**src/rtl/hazard_ctrl_pkg.sv**
```systemverilog
// hazard_ctrl_pkg: shared pipeline control state encoding and counter width
package hazard_ctrl_pkg;
  typedef enum logic [1:0] {RUN = 2'd0, FLUSH = 2'd1, FREEZE = 2'd2} state_e;
  localparam int CNT_W = 16;
endpackage

```
**src/rtl/hazard_ctrl_sat_counter.sv**
```systemverilog
// sat_counter: event counter that sticks at all-ones, with synchronous clear
module sat_counter #(
  parameter int W = 16
) (
  input  logic         clk,
  input  logic         rst_n,
  input  logic         inc,
  input  logic         clr,
  output logic [W-1:0] cnt
);
  logic [W-1:0] cnt_q, cnt_d;
  always_comb cnt_d = clr ? '0 : (inc && !(&cnt_q)) ? cnt_q + 1'b1 : cnt_q;
  always_ff @(posedge clk or negedge rst_n)
    if (!rst_n) cnt_q <= '0;
    else cnt_q <= cnt_d;
  assign cnt = cnt_q;
endmodule

```
**src/rtl/hazard_ctrl.sv**
```systemverilog
// hazard_ctrl: RAW stall detection plus branch-flush / memory-freeze pipeline FSM
module hazard_ctrl
  import hazard_ctrl_pkg::*;
(
  input  logic             clk,
  input  logic             rst,
  input  logic [3:0]       src1,
  input  logic [3:0]       src2,
  input  logic             Two_src,
  input  logic [3:0]       EXE_Dest,
  input  logic [3:0]       MEM_Dest,
  input  logic             EXE_WB_EN,
  input  logic             MEM_WB_EN,
  input  logic             EXE_MEM_R_EN,
  input  logic             fwd_en,
  input  logic             branch_taken,
  input  logic             mem_ready,
  input  logic             clr_cnt,
  output logic             hazard,
  output logic             flush,
  output logic             freeze,
  output logic [CNT_W-1:0] stall_cnt,
  output logic [CNT_W-1:0] flush_cnt
);
  state_e state_q, state_d;
  logic   exe_hit, mem_hit, raw_hz;
  always_comb begin
    exe_hit = EXE_WB_EN && (src1 == EXE_Dest || (Two_src && src2 == EXE_Dest));
    mem_hit = MEM_WB_EN && (src1 == MEM_Dest || (Two_src && src2 == MEM_Dest));
    raw_hz  = fwd_en ? (EXE_MEM_R_EN && exe_hit) : (exe_hit || mem_hit);
    freeze  = !mem_ready;
    flush   = mem_ready && branch_taken && state_q != FLUSH;
    hazard  = raw_hz && mem_ready && !flush && state_q == RUN;
    // RUN and FREEZE share the same exits once memory is ready
    state_d = !mem_ready ? FREEZE : flush ? FLUSH : RUN;
  end
  always_ff @(posedge clk or negedge rst)
    if (!rst) state_q <= RUN;
    else state_q <= state_d;
  sat_counter #(.W(CNT_W)) u_stall (
    .clk(clk), .rst_n(rst), .inc(hazard), .clr(clr_cnt), .cnt(stall_cnt)
  );
  sat_counter #(.W(CNT_W)) u_flush (
    .clk(clk), .rst_n(rst), .inc(flush), .clr(clr_cnt), .cnt(flush_cnt)
  );
endmodule

```
**config.mk**
```make
export PLATFORM = sky130hd
export DESIGN_NAME = hazard_ctrl
export DESIGN_NICKNAME = d
export VERILOG_FILES = /design/src/rtl/hazard_ctrl_pkg.sv /design/src/rtl/hazard_ctrl_sat_counter.sv /design/src/rtl/hazard_ctrl.sv
export SDC_FILE = /design/constraint.sdc
export NUM_CORES = 1
export LEC_CHECK = 0
export CAP_MARGIN = 0
export CORE_MARGIN = 2
export CORE_UTILIZATION = 51
export CTS_CLUSTER_DIAMETER = 150
export DETAILED_ROUTE_END_ITERATION = 10
export PLACE_DENSITY = 0.95
export SYNTH_ARGS = -nofsm -noshare
export SYNTH_HDL_FRONTEND = slang
export SYNTH_SLANG_ARGS = --single-unit
```
**constraint.sdc**
```tcl
create_clock -name clk -period 3 [get_ports clk]
set_input_delay 0.6 -clock clk [delete_from_list [all_inputs] [get_ports clk]]
set_output_delay 0.6 -clock clk [all_outputs]
set_load 0.02 [all_outputs]
```
* Word level (Yosys, flattened, before mapping)
Index checks and enable logic that the tools add are counted.
Widths: inputs -> output; s select.
** Operators by class
- Add/sub/neg operators :: 2
- Equal/unequal tests :: 5
- Multiplexer cells :: 7
- Reduce and logical (&&, ||, !) cells :: 24
** Operator list (number)
- $mux 16 :: 4
- $add 16x1->16 const B :: 2
- $reduce_and 16->1 :: 2
- $eq 4x4->1 :: 4
- $logic_and 1x1->1 :: 12
- $logic_not 1->1 :: 4
- $reduce_bool 2->1 :: 2
- $logic_or 1x1->1 :: 3
- $logic_not 2->1 :: 1
- $mux 1 :: 2
- $mux 2 :: 1
- $ne 2x1->1 const B :: 1
** Word-level totals
- Register bits :: 34
- Bits of input ports :: 26
- Output and inout port bits :: 35
- Logic and storage cells :: 41

* Longest topological paths before layout
Gate-level depths: netlist (run 1).
- Depth after elaboration :: 12
- Depth in mapped cells :: 7
- Depth with buffers taken out :: 7

* By module
Synthesis (run 1) repeated with hierarchy kept, for this count alone.
** Second synthesis, totals
- Cell total of the unflattened synthesis :: 251
- Area total of the unflattened synthesis :: 2287.2 sq um
** Modules (own cells, without submodules)
- sat_counter :: instances 2, cells each 108, area each 1003.5 sq um, sequential area each 400.4 sq um
- hazard_ctrl :: instances 1, cells each 35, area each 280.3 sq um, sequential area each 50.0 sq um

* Worst setup path before layout (run 1)
OpenSTA, ideal clock, no wires.
- Path type :: in2reg
- Start :: input port mem_ready
- End :: register u_stall.cnt_q[13], in the netlist u_stall.cnt[13]
- Library setup time :: 0.078 ns
- Data arrival time :: 2.099 ns
- Data required time :: 2.922 ns
- Setup slack :: 0.823 ns
- Stages on the path :: 5
- Path buffers :: 0
- Path through :: inv_1 -> or4_1 -> a41o_4 -> or4_1 -> a21oi_1
** On the way
- Longest elaborated chain between the ends :: 7
- Elaborated cells on any way between the ends :: 8
- Those cells by class :: 8 x reduce/logical
** RTL lines
- from (decl) :: line hazard_ctrl.sv:17 : input logic mem_ready,
- $logic_and 1x1->1 (2 in series) :: line hazard_ctrl.sv:32 : flush = mem_ready && branch_taken && state_q != FLUSH;
- $logic_not 1->1 :: line hazard_ctrl.sv:33 : hazard = raw_hz && mem_ready && !flush && state_q == RUN;
- $logic_and 1x1->1 (*) (2 in series) :: line hazard_ctrl.sv:33
- $logic_and 1x1->1 (*) :: line hazard_ctrl_sat_counter.sv:12 : always_comb cnt_d = clr ? '0 : (inc && !(&cnt_q)) ? cnt_q + 1'b1 : cnt_q;
- $reduce_bool 2->1 (no source line) (*)
- to (signal assigned) :: line hazard_ctrl_sat_counter.sv:15 : else cnt_q <= cnt_d;
- to (decl) :: line hazard_ctrl_sat_counter.sv:11 : logic [W-1:0] cnt_q, cnt_d;
Every way passes the cells marked *; elsewhere a longest branch is shown, timed or not.
A chain may end at the register's enable or synchronous reset.

* Final worst setup path (run 1)
- Start :: input port src1[2]
- End :: output port hazard
** On the way
- Longest elaborated chain between the ends :: 8
- Elaborated cells on any way between the ends :: 12
- Those cells by class :: 2 x eq/ne; 1 x mux; 9 x reduce/logical
** RTL lines
- from (decl) :: line hazard_ctrl.sv:7 : input logic [3:0] src1,
- $eq 4x4->1 (on tied branches) :: line hazard_ctrl.sv:28, hazard_ctrl.sv:29
- $logic_or 1x1->1 (on tied branches) :: line hazard_ctrl.sv:28, hazard_ctrl.sv:29
- $logic_and 1x1->1 (on tied branches) :: line hazard_ctrl.sv:28, hazard_ctrl.sv:29
- $logic_or 1x1->1 / $logic_and 1x1->1 (equally long branches) :: line hazard_ctrl.sv:30 : raw_hz = fwd_en ? (EXE_MEM_R_EN && exe_hit) : (exe_hit || mem_hit);
- $mux 1 (*) :: line hazard_ctrl.sv:30
- $logic_and 1x1->1 (*) (3 in series) :: line hazard_ctrl.sv:33
- to (decl) :: line hazard_ctrl.sv:19 : output logic hazard,
Marked as above.

==> results of run 1 <==
[layout by cell type (no fill, tap or decap), drive strengths merged, types with 7 or more instances in the layout]
cell type | netlist | routed
a21oi | 11 | 11
buf | 2 | 8
clkbuf | 5 | 7
clkdlybuf4s50 | 0 | 59
dfrtp | 34 | 34
inv | 7 | 7
nand2 | 15 | 15
nand3 | 11 | 11
nand4 | 8 | 8
nor2 | 24 | 24
nor2b | 8 | 8
o21ai | 7 | 7
or4 | 7 | 7
xnor2 | 16 | 16
xor2 | 12 | 12
[state kept, by name, indices dropped and copies added (netlist names)]
name and flops:
state_q 2, u_flush.cnt 16, u_stall.cnt 16
[routing by layer]
| layer | share of wire | vias up |
|---|---|---|
| li1 | - | 941 |
| met1 | 0.44 | 935 |
| met2 | 0.50 | 70 |
| met3 | 0.048 | 11 |
| met4 | 0.019 | 0 |
| met5 | 0 | - |
[worst register-to-register path, stage by stage, from the launching register on]
cell and delay [ns]:
dfrtp_1 0.43, and3_4 0.21, and3_4 0.19, and4_4 0.21
and3_1 0.24, nor4b_1 0.34, mux2_2 0.38
[worst paths after layout]
check	startpoint	endpoint	slack [ns]	depth (start not counted)
setup reg to reg	u_stall.cnt[7]$_DFFE_PN0P_	u_stall.cnt[8]$_DFFE_PN0P_	0.89	6
hold / removal	u_flush.cnt[15]$_DFFE_PN0P_	u_flush.cnt[15]$_DFFE_PN0P_	0.59	2
min in group asynchronous	rst	u_stall.cnt[14]$_DFFE_PN0P_	0.72	2
max in group asynchronous	rst	u_flush.cnt[9]$_DFFE_PN0P_	1.97	2
hold reg to reg	u_flush.cnt[15]$_DFFE_PN0P_	u_flush.cnt[15]$_DFFE_PN0P_	0.59	2
setup / recovery	src1[2]	hazard	0.25	7
[timing repair]
action / in CTS / in global routing
setup endpoints to repair: 1 / 0
endpoints found under the hold margin: 0 / 0
resized for setup: 1 / 0
[layout make-up]
class / count / area (sq um) / area share
clock inverter: 1 / 5.00 / 0.00177
timing repair buffer: 68 / 659 / 0.233
inverter: 7 / 26.3 / 0.00927
tap: 50 / 62.6 / 0.0221
multi-input combinational: 174 / 1140 / 0.404
clock buffer: 7 / 86.3 / 0.0305
sequential: 34 / 851 / 0.300
[power groups by stage]
stage | Combinational [mW] | Sequential (mW) | Clock (mW)
3_3_place_gp | 0.117 | 0.473 | 0
6_report | 0.121 | 0.465 | 0.353
4_1_cts | 0.122 | 0.465 | 0.356
3_5_place_dp | 0.121 | 0.473 | 0
2_1_floorplan | 0.0485 | 0.475 | 0
5_1_grt | 0.133 | 0.465 | 0.372
[cells by family after synthesis]
logic type	share of synthesized area
AND/OR/NAND/NOR	0.271
AO/OA/AOI/OAI	0.117
flip-flops	0.414
XOR/XNOR	0.119
buffers and inverters	0.0292
multiplexers	0.0377
adder cells (fa/ha/maj)	0.0122
==> out/metrics.yaml, run 1 <==
outcome:
  status: "complete, no violations"
timing:
  tns_ns: 0
  min_period_ns: 2.75
  final_max_slew_viol_count: 0
  maxSlewHeadroom: 0.301
  max_freq_mhz: 364
  fin_skew_ns: 0.00566
  period_share: 0.916
  setup_viol: 0
  rsz0062_at_grt: "no"
  fin_ws_ns: 0.252
  finalHoldViolCount: 0
  finalHoldWorstSlack_ns: 0.587
  worst_pin_slew_ns: 1.04
synthesis:
  synth_fp_nets: 250
  yosysTopAreaCell: "dfrtp_1"
  seq_area_frac_synth: 0.414
  avgSynthCellArea_sq_um: 9.26
  syn_inst: 222
  synth-edff-count: 0
  synthFlopType: "dfrtp_1"
  syn-cell-area_sq_mm: 0.00206
  ys_top_cells_by_area: "dfrtp_1, xnor2_1, xor2_1"
  ys_async_sr_fraction: 1.00
  synth_top_cell_area_share: 0.414
  synth_cell_types: 43
  ys_ff_latch: 34
  synthTopCellsByCount: "dfrtp_1, nor2_1, xnor2_1"
  yosysWarnings: 0
  synth.most_common_cell: "dfrtp_1"
drt:
  drt-initial-drc-count: 159
  via_count: 1957
  wl_microns: 5070
  final_antenna_net_count: 0
  first_pass_iters: 4
  drcViolationCount: 0
  via_per_inst: 5.74
  avgRoutedWirePerCell_microns: 14.9
layout:
  nFillCells: 285
  fin_util: 0.719
  areaGrowthSynthToFinish_pct: 37.9
  fin_cells: 341
  antennaDiodeCount: 0
  drive_gt1_frac: 0.0893
  nNetsFinal: 318
  fin_area_sq_mm: 0.00284
clocking:
  worstSkewPairLatency_ns: 0.29
  cts.reportedPaths.clkPinSlew_ns: 0.07
  cts.path.max_buffers: 2
  postCtsSetupRepairBufs: 0
  cts_max_level: 2
  clock-sinks: 34
  tritoncts: "built"
  ctsRootBufferMaster: "clkbuf_8"
  cts_made_buffers: 5
  cts.hold.buffers_added: 0
power_and_ir_drop:
  pwr-share-seq: 0.495
  switching_share: 0.245
  power.internal_uw: 708
  powerDensity_mw_per_mm2: 331
  power_leakage_nw: 1.10
  power_frac_comb: 0.129
  peakVddDrop_uv: 290
  power.switching_uw: 230
  clockPowerShare: 0.376
  total_power_uw: 939
placement:
  dp_hpwl_microns: 3700
  post-place-ws_ns: -0.0301
  portBuffers: 60
  place_congestion: 0.822
  post-place-cells: 333
  placedInstanceArea_sq_mm: 0.00275
run:
  drv_cap: 0
critical_path:
  cpLargestDelayFamily: "buffers and inverters"
  cpPeakStageDelay_ns: 0.44
  crit_type: "in -> out"
  worstPathRequired_ns: 2.40
  end_kind: "primary output"
  timing.critical_path.from_type: "input pin"
  crit_path_max_fanout: 2
  cp.buffers_inverters: 3
  arrival_ns: 2.15
  cp_cell_sequence: "clkdlybuf4s50_1 -> xor2_1 -> nor4_1 -> o2bb2ai_1 -> o21ai_1 -> inv_1 -> dlygate4sd2_1"
  critPathSlowestCell: "clkdlybuf4s50_1"
die:
  dieArea_sq_mm: 0.00455
  die_h_microns: 67.5
  initial_core_util: 0.521
  rows: 23
  ioPinCount: 61
  die_x_microns: 67.5
  fp.coreArea_sq_mm: 0.00394
global_route:
  grt_util_met1: 0.317
  grt_pass1_wl_microns: 8420
  grt_max_degree: 35
  antenna_found_initial: 0
  use_met2: 0.392
  busiest_layer: "met2"
  grtUsageMet3: 0.0417
  first_global_vias: 1878
  grt-ovfl-total: 0
  grt_usage: 0.244
worst_hold_path:
  min_path_type: "reg -> reg"
Note: power is estimated with default switching activity, not from simulation.
==> inputs of run 2 (changes only) <==
Settings changed: CORE_MARGIN 2 to unset.
==> out/metrics.yaml, run 2 (same netlist as run 1, synthesis figures left out) <==
die:
  dieArea_sq_mm: 0.00429  # -5.8%
  die_x_microns: 65.5  # -3.0%
  fp.coreArea_sq_mm: 0.00377  # -4.3%
  ioPinCount: 61  # unchanged
  die_h_microns: 65.5  # -3.0%
  initial_core_util: 0.545  # +0.0237
  rows: 22  # -4.3%
clocking:
  tritoncts: "built"
  ctsRootBufferMaster: "clkbuf_8"
  cts.reportedPaths.clkPinSlew_ns: 0.07  # about the same
  cts.hold.buffers_added: 0  # unchanged
  worstSkewPairLatency_ns: 0.29  # about the same
  cts_made_buffers: 5  # unchanged
  clock-sinks: 34  # unchanged
  cts.path.max_buffers: 2  # unchanged
  cts_max_level: 2  # unchanged
global_route:
  grt_max_degree: 35  # unchanged
  first_global_vias: 1949  # +3.8%
  grt_usage: 0.274  # +0.0297
  antenna_found_initial: 0  # unchanged
  grt_pass1_wl_microns: 8870  # +5.3%
  grt-ovfl-total: 0  # unchanged
drt:
  drcViolationCount: 0  # unchanged
  first_pass_iters: 4  # unchanged
  via_count: 2009  # +2.7%
  wl_microns: 5410  # +6.6%
  final_antenna_net_count: 0  # unchanged
  via_per_inst: 5.91  # +3.0%
  avgRoutedWirePerCell_microns: 15.9  # +7.0%
  drt-initial-drc-count: 234  # +47%
timing:
  min_period_ns: 2.84  # +0.0923 ns
  final_max_slew_viol_count: 0  # unchanged
  maxSlewHeadroom: 0.305  # +0.00410
  worst_pin_slew_ns: 1.04  # -0.00613 ns
  setup_viol: 0  # unchanged
  max_freq_mhz: 352  # -3.3%
  rsz0062_at_grt: "no"
  period_share: 0.947  # +0.0308
  fin_skew_ns: 0.00409  # -0.00157 ns
  finalHoldViolCount: 0  # unchanged
layout:
  fin_util: 0.753  # +0.0340
  areaGrowthSynthToFinish_pct: 38.2
  nFillCells: 272  # -4.6%
  nNetsFinal: 319  # +0.31%
  final_common_cell: "clkdlybuf4s50_1"
  antennaDiodeCount: 0  # unchanged
  drive_gt1_frac: 0.0925  # +0.00312
  layout_common_cells: "clkdlybuf4s50_1, dfrtp_1, nor2_1"
critical_path:
  timing.critical_path.from_type: "input pin"
  cp_cell_sequence: "clkdlybuf4s50_1 -> xor2_1 -> nor4_1 -> o2bb2ai_1 -> o21ai_1 -> inv_1 -> dlygate4sd2_1"
  crit_path_max_fanout: 2  # unchanged
  critPathSlowestCell: "clkdlybuf4s50_1"
  cp.buffers_inverters: 3  # unchanged
  cpLargestDelayFamily: "buffers and inverters"
  crit_start: "src1[1]"
  crit_type: "in -> out"
  cpPeakStageDelay_ns: 0.45  # about the same
  end_kind: "primary output"
  worstPathRequired_ns: 2.40  # about the same
  regToRegStartpoint: "u_stall.cnt[6]$_DFFE_PN0P_"
  arrival_ns: 2.24  # +0.09 ns
placement:
  place_congestion: 0.908  # +10%
  dp_hpwl_microns: 3930  # +6.2%
  portBuffers: 60  # unchanged
power_and_ir_drop:
  peakVddDrop_uv: 278  # -4.1%
  power_leakage_nw: 1.11  # +0.44%
  powerDensity_mw_per_mm2: 333  # +0.53%
  total_power_uw: 946  # +0.71%
worst_hold_path:
  hp-start: "u_flush.cnt[10]$_DFFE_PN0P_"
  min_path_type: "reg -> reg"
outcome:
  status: "complete, no violations"
run:
  drv_cap: 0  # unchanged
[run 2: changes by cell type in the layout (fill, tap and decap cells not counted)]
cell   change
buf_4      +1
[run 2: per-stage QoR]
step	cell area [sq um]	hold WS, ns	cells	TNS (ns)	setup WS [ns]
3_3_place_gp	2750	0.551	332	0	0.00121
3_5_place_dp	2750	0.573	332	-0.0850	-0.0850
5_1_grt	2840	0.594	340	0	0.101
4_1_cts	2840	0.585	340	0	0.183
6_report	2840	0.588	340	0	0.160
2_1_floorplan	2060	0.304	222	0	0.823
[run 2: what timing repair did]
item | CTS | global route
setup endpoints to repair | 1 | 0
resized for setup | 1 | 0
buffers inserted | 0 | 0
[run 2: worst register-to-register path: stages (launching register included)]
cell     delay (ns)
dfrtp_1        0.43
and3_4         0.20
and3_4         0.19
and4_4         0.21
a41o_4         0.32
or4_1          0.48
a21oi_1        0.16
[run 2: power by group]
group          leakage, nW  internal [mW]  switching [mW]
logic                0.590         0.0628          0.0612
registers            0.471          0.461         0.00345
clock network       0.0482          0.185           0.172
[run 2: final timing paths]
kind / end / slack, ns / cells after the start
max reg2reg: u_stall.cnt[5]$_DFFE_PN0P_ / 0.91 / 6
max: hazard / 0.16 / 7
min reg2reg: u_flush.cnt[10]$_DFFE_PN0P_ / 0.59 / 2
min: u_flush.cnt[10]$_DFFE_PN0P_ / 0.59 / 2
max in group asynchronous: u_stall.cnt[8]$_DFFE_PN0P_ / 1.97 / 2
min in group asynchronous: u_stall.cnt[14]$_DFFE_PN0P_ / 0.71 / 2
[run 2: final cells by class]
class / instances / area, sq um / share of cell area
Inverter: 7 / 26.3 / 0.00925
Clock inverter: 1 / 5.00 / 0.00176
Multi-Input combinational cell: 174 / 1140 / 0.403
Sequential cell: 34 / 851 / 0.300
Timing Repair Buffer: 69 / 667 / 0.235
Clock buffer: 7 / 86.3 / 0.0304
Tap cell: 48 / 60.1 / 0.0211
[run 2: metal layers]
layer	track usage	vias to the layer above	part of all wire
li1	-	944	-
met1	0.313	980	0.40
met2	0.485	68	0.52
met3	0.0642	17	0.051
met4	0.117	0	0.026
met5	0	-	0
==> inputs of run 3 (changes only) <==
Settings changed: CAP_MARGIN 0 to 20.
==> results of run 3 <==
Final layout, timing and power as in run 2 (identical DEF).
